$ cat src/rtl/mouse_pos_ctl.sv
// mouse_pos_ctl: conditions raw PS/2 mouse position and left button for the
// crosshair overlay. Position is synchronised, clamped so the 16x16 plus never
// wraps, and updated once per frame at vblank start. A press fires a one-cycle
// shot carrying the hit coordinates, followed by a frame-counted cooldown.
module mouse_pos_ctl #(
    parameter int unsigned H_MAX           = 799,
    parameter int unsigned V_MAX           = 599,
    parameter int unsigned MARGIN          = 7,
    parameter int unsigned RST_X           = 400,
    parameter int unsigned RST_Y           = 300,
    parameter int unsigned COOLDOWN_FRAMES = 15
) (
    input  logic        clk,
    input  logic        rst,
    input  logic [11:0] xpos_raw,
    input  logic [11:0] ypos_raw,
    input  logic        left_raw,
    input  logic        vblnk,
    output logic [11:0] xpos,
    output logic [11:0] ypos,
    output logic        shot,
    output logic [11:0] shot_x,
    output logic [11:0] shot_y,
    output logic        ready
);

    localparam int unsigned CNT_W = (COOLDOWN_FRAMES > 0) ? $clog2(COOLDOWN_FRAMES + 1) : 1;

    localparam logic [CNT_W-1:0] CNT_LAST = CNT_W'(COOLDOWN_FRAMES);
    localparam logic [11:0]      X_LO     = 12'(MARGIN);
    localparam logic [11:0]      X_HI     = 12'(H_MAX - MARGIN);
    localparam logic [11:0]      Y_LO     = 12'(MARGIN);
    localparam logic [11:0]      Y_HI     = 12'(V_MAX - MARGIN);
    localparam logic [11:0]      X_RST    = 12'(RST_X);
    localparam logic [11:0]      Y_RST    = 12'(RST_Y);

    typedef enum logic [1:0] {
        IDLE,
        FIRE,
        HOLD,
        COOLDOWN
    } state_t;

    function automatic logic [11:0] clamp(input logic [11:0] v,
                                          input logic [11:0] lo,
                                          input logic [11:0] hi);
        if (v < lo)      return lo;
        else if (v > hi) return hi;
        else             return v;
    endfunction

    // Position synchroniser, torn-sample filter and frame-stable outputs
    logic [11:0] xs1_q, xs1_d, xs2_q, xs2_d;
    logic [11:0] ys1_q, ys1_d, ys2_q, ys2_d;
    logic [11:0] pend_x_q, pend_x_d, pend_y_q, pend_y_d;
    logic [11:0] xpos_q, xpos_d, ypos_q, ypos_d;
    logic        vblnk_dly_q, vblnk_dly_d;

    // Button synchroniser, edge detector and post-reset arming
    logic        l1_q, l1_d, left_s_q, left_s_d, left_d_q, left_d_d;
    logic [1:0]  fill_q, fill_d;
    logic        armed_q, armed_d;

    // Shot FSM and its registered outputs
    state_t             state_q, state_d;
    logic [CNT_W-1:0]   cnt_q, cnt_d;
    logic               shot_q, shot_d, ready_q, ready_d;
    logic [11:0]        shot_x_q, shot_x_d, shot_y_q, shot_y_d;

    logic frame_start;
    logic press;

    assign frame_start = vblnk & ~vblnk_dly_q;
    // The arm flag stops a button held through reset from looking like a fresh press
    assign press       = left_s_q & ~left_d_q & armed_q;

    // Next values for the synchronisers, the stable-sample filter and the frame latch
    always_comb begin
        xs1_d       = xpos_raw;
        xs2_d       = xs1_q;
        ys1_d       = ypos_raw;
        ys2_d       = ys1_q;
        pend_x_d    = (xs1_q == xs2_q) ? xs2_q : pend_x_q;
        pend_y_d    = (ys1_q == ys2_q) ? ys2_q : pend_y_q;
        vblnk_dly_d = vblnk;
        xpos_d      = frame_start ? clamp(pend_x_q, X_LO, X_HI) : xpos_q;
        ypos_d      = frame_start ? clamp(pend_y_q, Y_LO, Y_HI) : ypos_q;
        l1_d        = left_raw;
        left_s_d    = l1_q;
        left_d_d    = left_s_q;
        fill_d      = (fill_q == 2'd2) ? fill_q : fill_q + 2'd1;
        armed_d     = armed_q | ((fill_q == 2'd2) & ~left_s_q);
    end

    // Datapath and synchroniser registers
    always_ff @(posedge clk or posedge rst) begin
        if (rst) begin
            xs1_q       <= '0;
            xs2_q       <= '0;
            ys1_q       <= '0;
            ys2_q       <= '0;
            pend_x_q    <= X_RST;
            pend_y_q    <= Y_RST;
            vblnk_dly_q <= 1'b0;
            xpos_q      <= X_RST;
            ypos_q      <= Y_RST;
            l1_q        <= 1'b0;
            left_s_q    <= 1'b0;
            left_d_q    <= 1'b0;
            fill_q      <= 2'd0;
            armed_q     <= 1'b0;
        end else begin
            xs1_q       <= xs1_d;
            xs2_q       <= xs2_d;
            ys1_q       <= ys1_d;
            ys2_q       <= ys2_d;
            pend_x_q    <= pend_x_d;
            pend_y_q    <= pend_y_d;
            vblnk_dly_q <= vblnk_dly_d;
            xpos_q      <= xpos_d;
            ypos_q      <= ypos_d;
            l1_q        <= l1_d;
            left_s_q    <= left_s_d;
            left_d_q    <= left_d_d;
            fill_q      <= fill_d;
            armed_q     <= armed_d;
        end
    end

    // FSM state and cooldown counter register
    always_ff @(posedge clk or posedge rst) begin
        if (rst) begin
            state_q <= IDLE;
            cnt_q   <= '0;
        end else begin
            state_q <= state_d;
            cnt_q   <= cnt_d;
        end
    end

    // FSM next state; the counter stops at its limit so it never wraps
    always_comb begin
        state_d = state_q;
        cnt_d   = cnt_q;
        case (state_q)
            IDLE: begin
                if (press) state_d = FIRE;
            end
            FIRE: begin
                state_d = HOLD;
            end
            HOLD: begin
                if (!left_s_q) begin
                    state_d = COOLDOWN;
                    cnt_d   = '0;
                end
            end
            COOLDOWN: begin
                if (cnt_q == CNT_LAST) state_d = IDLE;
                else if (frame_start)  cnt_d = cnt_q + CNT_W'(1);
            end
            default: begin
                state_d = IDLE;
                cnt_d   = '0;
            end
        endcase
    end

    // FSM outputs, registered one cycle behind the state
    always_comb begin
        shot_d   = (state_q == FIRE);
        ready_d  = (state_q == IDLE);
        shot_x_d = (state_q == FIRE) ? xpos_q : shot_x_q;
        shot_y_d = (state_q == FIRE) ? ypos_q : shot_y_q;
    end

    // Output registers
    always_ff @(posedge clk or posedge rst) begin
        if (rst) begin
            shot_q   <= 1'b0;
            ready_q  <= 1'b1;
            shot_x_q <= '0;
            shot_y_q <= '0;
        end else begin
            shot_q   <= shot_d;
            ready_q  <= ready_d;
            shot_x_q <= shot_x_d;
            shot_y_q <= shot_y_d;
        end
    end

    assign xpos   = xpos_q;
    assign ypos   = ypos_q;
    assign shot   = shot_q;
    assign shot_x = shot_x_q;
    assign shot_y = shot_y_q;
    assign ready  = ready_q;

endmodule
$ cat config.mk
export PLATFORM = sky130hd
export DESIGN_NAME = mouse_pos_ctl
export DESIGN_NICKNAME = d
export VERILOG_FILES = /design/src/rtl/mouse_pos_ctl.sv
export SDC_FILE = /design/constraint.sdc
export NUM_CORES = 1
export LEC_CHECK = 0
export BUFFER_PORTS_ARGS = -buffer_cell sky130_fd_sc_hd__buf_2
export CAP_MARGIN = 5
export CORE_MARGIN = 2
export CORE_UTILIZATION = 56
export CTS_CLUSTER_DIAMETER = 50
export DETAILED_ROUTE_END_ITERATION = 10
export GPL_TIMING_DRIVEN = 0
export PLACE_DENSITY_LB_ADDON = 0.05
export SYNTH_ARGS = -nofsm -noshare
export SYNTH_HDL_FRONTEND = slang
export SYNTH_SLANG_ARGS = --single-unit
$ cat constraint.sdc
create_clock -name clk -period 5.2 [get_ports clk]
set_input_delay 1.04 -clock clk [delete_from_list [all_inputs] [get_ports clk]]
set_output_delay 1.04 -clock clk [all_outputs]
set_load 0.02 [all_outputs]
==> impl_metrics.csv, run 1 <==
group,metric,value,unit
clocking,clk_pin_slew,0.06,ns
route,drt-wirelength-per-cell,15.2,um
setup_path,crit_buf_inv,1,
setup_path,cp.required,4.16,ns
place,dp_hpwl,5880,um
place,dpl_worst_slack,2.90,ns
clocking,post_cts_resize_count,0,
yosys,synth_compound_area_share,5.39,%
layout,diodes,0,
timing,final.setup.tns,0,ns
clocking,cts_buffer_depth,2,
floorplan,dieHeight,98.0,um
yosys,syn_avg_cell_area,14.2,um2
setup_path,slowest_delay,0.55,ns
clocking,cts_tree,"built",
grt,grt_pass1_wl,14900,um
place,numPlacedInstances,534,
yosys,synth_mux_area_share,10.9,%
grt,grt_max_degree,75,
timing,slew_headroom,54.1,%
clocking,cts_sinks,135,
route,via_count,3001,
setup_path,cp-end-kind,"output pin",
pwr,p_leak,0.00286,uW
yosys,synthCells,348,
setup_path,cp_cell_sequence,"buf_2",
grt,overflow,0,
clocking,clk_latency,0.51,ns
yosys,synth.area.top_cells,"dfrtp_1 61%, mux2_2 11%, dfstp_2 8.0%",
yosys,synth_fa_ha_area_share,1.52,%
grt,gr-usage-all-layers,19.8,%
yosys,synth_top_area_share,60.7,%
yosys,ys_top_cells_by_count,"120 x dfrtp_1, 48 x mux2_2, 27 x nand2_1",
flow_run,drv_cap,0,
run_status,status,"completed",
setup_path,path_delay_family,"flip-flops",
yosys,yosysUniqueCellTypes,38,
clocking,cts_hold_buffers,0,
timing,finalHoldViolCount,0,
yosys,synthFlopType,"dfrtp_1",
clocking,clockRootBuffer,"clkbuf_8",
min_path,hp-class,"reg -> reg",
setup_path,worst-path-max-fanout,3,
timing,setup_slack,2.93,ns
layout,syn_to_final_growth,22.9,%
floorplan,initial_core_util,57.3,%
pwr,p_per_area,438,nW/um2
yosys,synthArstFlopShare,100,%
clocking,cts-buffers-inserted,17,
timing,setup_viol_count_final,0,
setup_path,worst_path_max_delay_cell,"dfstp_2",
clocking,cts_setup_buffers,0,
yosys,synth_top_family_by_area,"multiplexers",
timing,rsz0062_at_grt,"no",
yosys,synthSimpleGateAreaFrac,7.77,%
timing,finClkSkew,0.00593,ns
route,viasPerCell,5.30,
floorplan,fp.coreArea,8640,um2
place,io_buffers,77,
route,dr.pass1.iters,4,
setup_path,crit_arrival,1.23,ns
timing,fmaxAchievable,0.440,GHz
grt,grt_pass1_vias,2982,
yosys,syn_nets,382,
clocking,h-tree-depth,4,
layout,nets,479,
timing,min_period_over_period,43.7,%
yosys,yosysMostFrequentCell,"dfrtp_1",
setup_path,startpoint_type,"flop",
yosys,synth-edff-count,0,
pwr,power,2660,uW
yosys,syn-cell-area,4950,um2
timing,maxSlewViolCount,0,
yosys,synth-xor-area-share,4.43,%
route,route.detailed.drc,0,
floorplan,num_io_pins,78,
yosys,yosys.area.top_type,"dfrtp_1",
timing,worstMarginPinSlew,0.682,ns
yosys,ys_seq_elements,135,
route,ant_nets,0,
route,drt_iter0_drc,165,
setup_path,path_class,"reg -> out",
floorplan,rows,34,
layout,fin_cells,566,
yosys,yosys_warnings,0,
grt,antenna_found_initial,0,
yosys,ys_seq_area_share,68.7,%
layout,final_util,70.4,%
route,wl,8580,um
timing,period_needed,2.27,ns
place,place.gp.congestion,0.782,
floorplan,die_w,98.0,um
layout,drive_gt1_share,38.6,%
pwr,ir_drop,0.255,mV
floorplan,die_area,9600,um2
[state kept, by name, indices dropped and copies added, names as in the netlist]
signal,count
shot,1
l1_q,1
xs2_q,12
shot_x,12
ys2_q,12
pend_y_q,12
fill_q,2
left_d_d,1
cnt_q,4
vblnk_dly_q,1
ypos,12
state_q,2
xpos,12
xs1_q,12
armed_q,1
ys1_q,12
left_d_q,1
shot_y,12
ready,1
pend_x_q,12
[path summary, 6_finish.rpt]
kind | end | cells past startpoint | start | slack (ns)
min reg2reg | left_d_d | 0 | l1_q | 0.37
max | ypos[5] | 1 | ypos[5] | 2.93
min in group asynchronous | ys2_q[9] | 2 | rst | 0.60
max in group asynchronous | xpos[4] | 3 | rst | 3.83
min | left_d_d | 0 | l1_q | 0.37
max reg2reg | shot_x[4] | 5 | state_q[1] | 3.18
[where the power goes]
part / internal [uW] / total [uW] / leakage (uW) / switching (uW)
clock: 699 / 1140 / 0.000271 / 441
combinational: 136 / 337 / 0.000960 / 200
sequential: 1130 / 1190 / 0.00163 / 54.4
[routing by layer]
layer	wire [um]	share of wire [%]	global-route usage, %	up-vias
met4	84	0.98	6.73	0
met5	0	0	0	-
met3	481	5.6	5.65	11
met1	4100	48	29.2	1489
li1	-	-	-	1414
met2	3910	46	28.7	87
[cell families after synthesis]
logic type | after synthesis
DFF | 135
xor gates and xnor gates | 25
and+or+nand+nor | 78
adders and majority gates | 6
AOI/OAI and AO/OA | 42
buffers and inverters | 14
muxes | 48
[metrics by stage]
stage | hold slack, ns | area (um2)
2_1_floorplan | 0.331 | 4950
3_3_place_gp | 0.335 | 5470
3_5_place_dp | 0.363 | 5500
4_1_cts | 0.369 | 6080
5_1_grt | 0.373 | 6080
6_report | 0.374 | 6080
[layout make-up]
cell class | instances | area, um2
Buffer | 8 | 41.3
Clock buffer | 19 | 432
Clock inverter | 13 | 148
Fill cell | 619 | 2560
Inverter | 6 | 27.5
Multi-Input combinational cell | 199 | 1490
Sequential cell | 135 | 3400
Tap cell | 108 | 135
Timing Repair Buffer | 78 | 413
[placed cells by master, fill, tap and decap left out, types with 3 or more instances in the layout]
master,netlist,routed
mux2_2,48,48
inv_1,6,5
o31ai_1,3,3
o21ai_0,17,17
xor2_1,12,12
nand4_1,3,3
nor3_1,6,6
nor4_1,5,5
clkbuf_16,0,16
clkinvlp_4,0,4
dfrtp_1,120,120
buf_2,0,77
nor2_1,13,13
nand3_1,7,7
inv_6,0,4
clkinv_4,0,3
and2_1,4,4
a21oi_1,9,9
clkbuf_1,6,7
dfstp_2,15,15
xnor2_1,13,13
ha_1,6,6
nand2_1,27,27
(Power assumes the default switching activity.)
==> run 2: changes to the inputs <==
==> constraint.sdc (replaced) <==
create_clock -name clk -period 2.2 [get_ports clk]
set_input_delay 0.44 -clock clk [delete_from_list [all_inputs] [get_ports clk]]
set_output_delay 0.44 -clock clk [all_outputs]
set_load 0.02 [all_outputs]
==> impl_metrics.csv, run 2 (synthesis gave the netlist of run 1 again) <==
group,metric,value,unit
clocking,clk_latency,0.51,ns
route,viasPerCell,5.29,
timing,rsz0062_at_grt,"no",
setup_path,rr_startpoint,"state_q[1]",
route,via_count,3006,
grt,antenna_found_initial,0,
floorplan,initial_core_util,57.3,%
timing,worstMarginPinSlew,0.670,ns
layout,syn_to_final_growth,24.6,%
grt,grt_pass1_wl,15200,um
floorplan,die_w,98.0,um
route,wl,8770,um
clocking,cts-buffers-inserted,17,
pwr,ir_drop,0.736,mV
timing,finalHoldViolCount,0,
route,ant_nets,0,
setup_path,cp-end-kind,"flop",
floorplan,fp.coreArea,8640,um2
clocking,h-tree-depth,4,
setup_path,cp.required,2.59,ns
clocking,clockRootBuffer,"clkbuf_8",
layout,stdcell_area,6160,um2
layout,layout_common_cells,"120 x dfrtp_1, 77 x buf_2, 48 x mux2_2",
route,route.detailed.drc,0,
setup_path,r2r_slack,0.19,ns
clocking,clk_pin_slew,0.06,ns
run_status,status,"completed",
clocking,cts_setup_buffers,0,
place,place.gp.congestion,0.760,
clocking,cts_buffer_depth,2,
pwr,p_per_area,1060,nW/um2
floorplan,die_area,9600,um2
timing,setup_viol_count_final,0,
floorplan,rows,34,
timing,finClkSkew,0.00935,ns
min_path,hp-class,"in -> async",
setup_path,worst-path-max-fanout,10,
layout,drive_gt1_share,38.9,%
setup_path,r2r_cells,5,
place,dpl_worst_slack,0.179,ns
setup_path,cp_cell_sequence,"inv_1 -> ha_1 -> clkbuf_1 -> clkbuf_1 -> mux2_2",
setup_path,startpoint_type,"flop",
setup_path,worst_path_max_delay_cell,"clkbuf_1",
place,io_buffers,77,
timing,maxSlewViolCount,0,
floorplan,num_io_pins,78,
layout,nets,481,
setup_path,crit_arrival,2.39,ns
clocking,cts_sinks,135,
timing,min_period_over_period,91.2,%
route,drt_iter0_drc,153,
pwr,power,6550,uW
pwr,p_leak,0.00291,uW
grt,grt_pass1_vias,2997,
place,placed_cell_area,5530,um2
clocking,post_cts_resize_count,0,
timing,setup_slack,0.193,ns
setup_path,reg2reg_to,"shot_x[0]",
setup_path,path_class,"reg -> reg",
clocking,cts_hold_buffers,0,
place,dp_hpwl,6030,um
clocking,cts_tree,"built",
setup_path,cp_common_cell,"clkbuf_1",
flow_run,drv_cap,0,
grt,gr-usage-all-layers,20.2,%
route,drt-wirelength-per-cell,15.4,um
layout,diodes,0,
grt,grt_max_degree,41,
timing,period_needed,2.01,ns
timing,slew_headroom,55.0,%
layout,layout_commonest_cell,"dfrtp_1",
grt,overflow,0,
route,dr.pass1.iters,5,
timing,final.setup.tns,0,ns
timing,fmaxAchievable,0.498,GHz
floorplan,dieHeight,98.0,um
setup_path,slowest_delay,0.53,ns
==> run 2: cell types whose count changed in the layout (fill, tap and decap cells not counted), sizes merged <==
cell and change:
buf +2, clkinvlp -1, clkbuf +2, inv -3
bufinv +2
==> run 2: metrics by stage <==
step	instances	utilization [%]	hold slack (ns)
3_5_place_dp	536	64.0	0.358
4_1_cts	568	71.3	0.00453
3_3_place_gp	533	63.3	0.337
6_report	568	71.3	0.00807
2_1_floorplan	348	-	0.331
5_1_grt	568	71.3	0.00571
==> run 2: area by class of cell <==
cell class	instances	area, um2
timing repair buffer	80	445
multi-input combinational	199	1490
tap	108	135
inverter	6	26.3
sequential	135	3400
fill	606	2470
buffer	8	41.3
clock buffer	21	459
clock inverter	11	171
==> run 2: worst max path at each step <==
stage                    start        end  slack (ns)  cells after the start
CTS                 state_q[1]  shot_x[4]        0.16                      5
global placement           rst   xs1_q[1]       -0.65                      2
finish              state_q[1]  shot_x[0]        0.19                      5
detailed placement  state_q[1]  shot_x[4]        0.18                      5
global route        state_q[1]  shot_x[0]        0.07                      5
floorplan                  rst    armed_q        0.09                      1
==> run 2: worst max-delay path: cells and delay by family (launching register included) <==
kind | cells | cell delay (ns)
adders and majority gates | 1 | 0.18
buffers and inverters | 3 | 0.90
DFF | 1 | 0.40
muxes | 1 | 0.40
==> run 2: report_power, final <==
part	switching, uW	internal, uW	leakage [uW]	total [uW]
Combinational	480	329	0.000971	809
Sequential	124	2680	0.00163	2800
Clock	1010	1930	0.000305	2940
==> run 2: per-layer routing <==
layer	part of all wire [%]	global-route usage, %	up-vias	wire, um
met2	45	29.0	90	3960
met4	1.7	8.23	0	148
met1	48	29.5	1487	4240
met5	0	0	-	0
li1	-	-	1414	-
met3	4.8	5.87	15	423
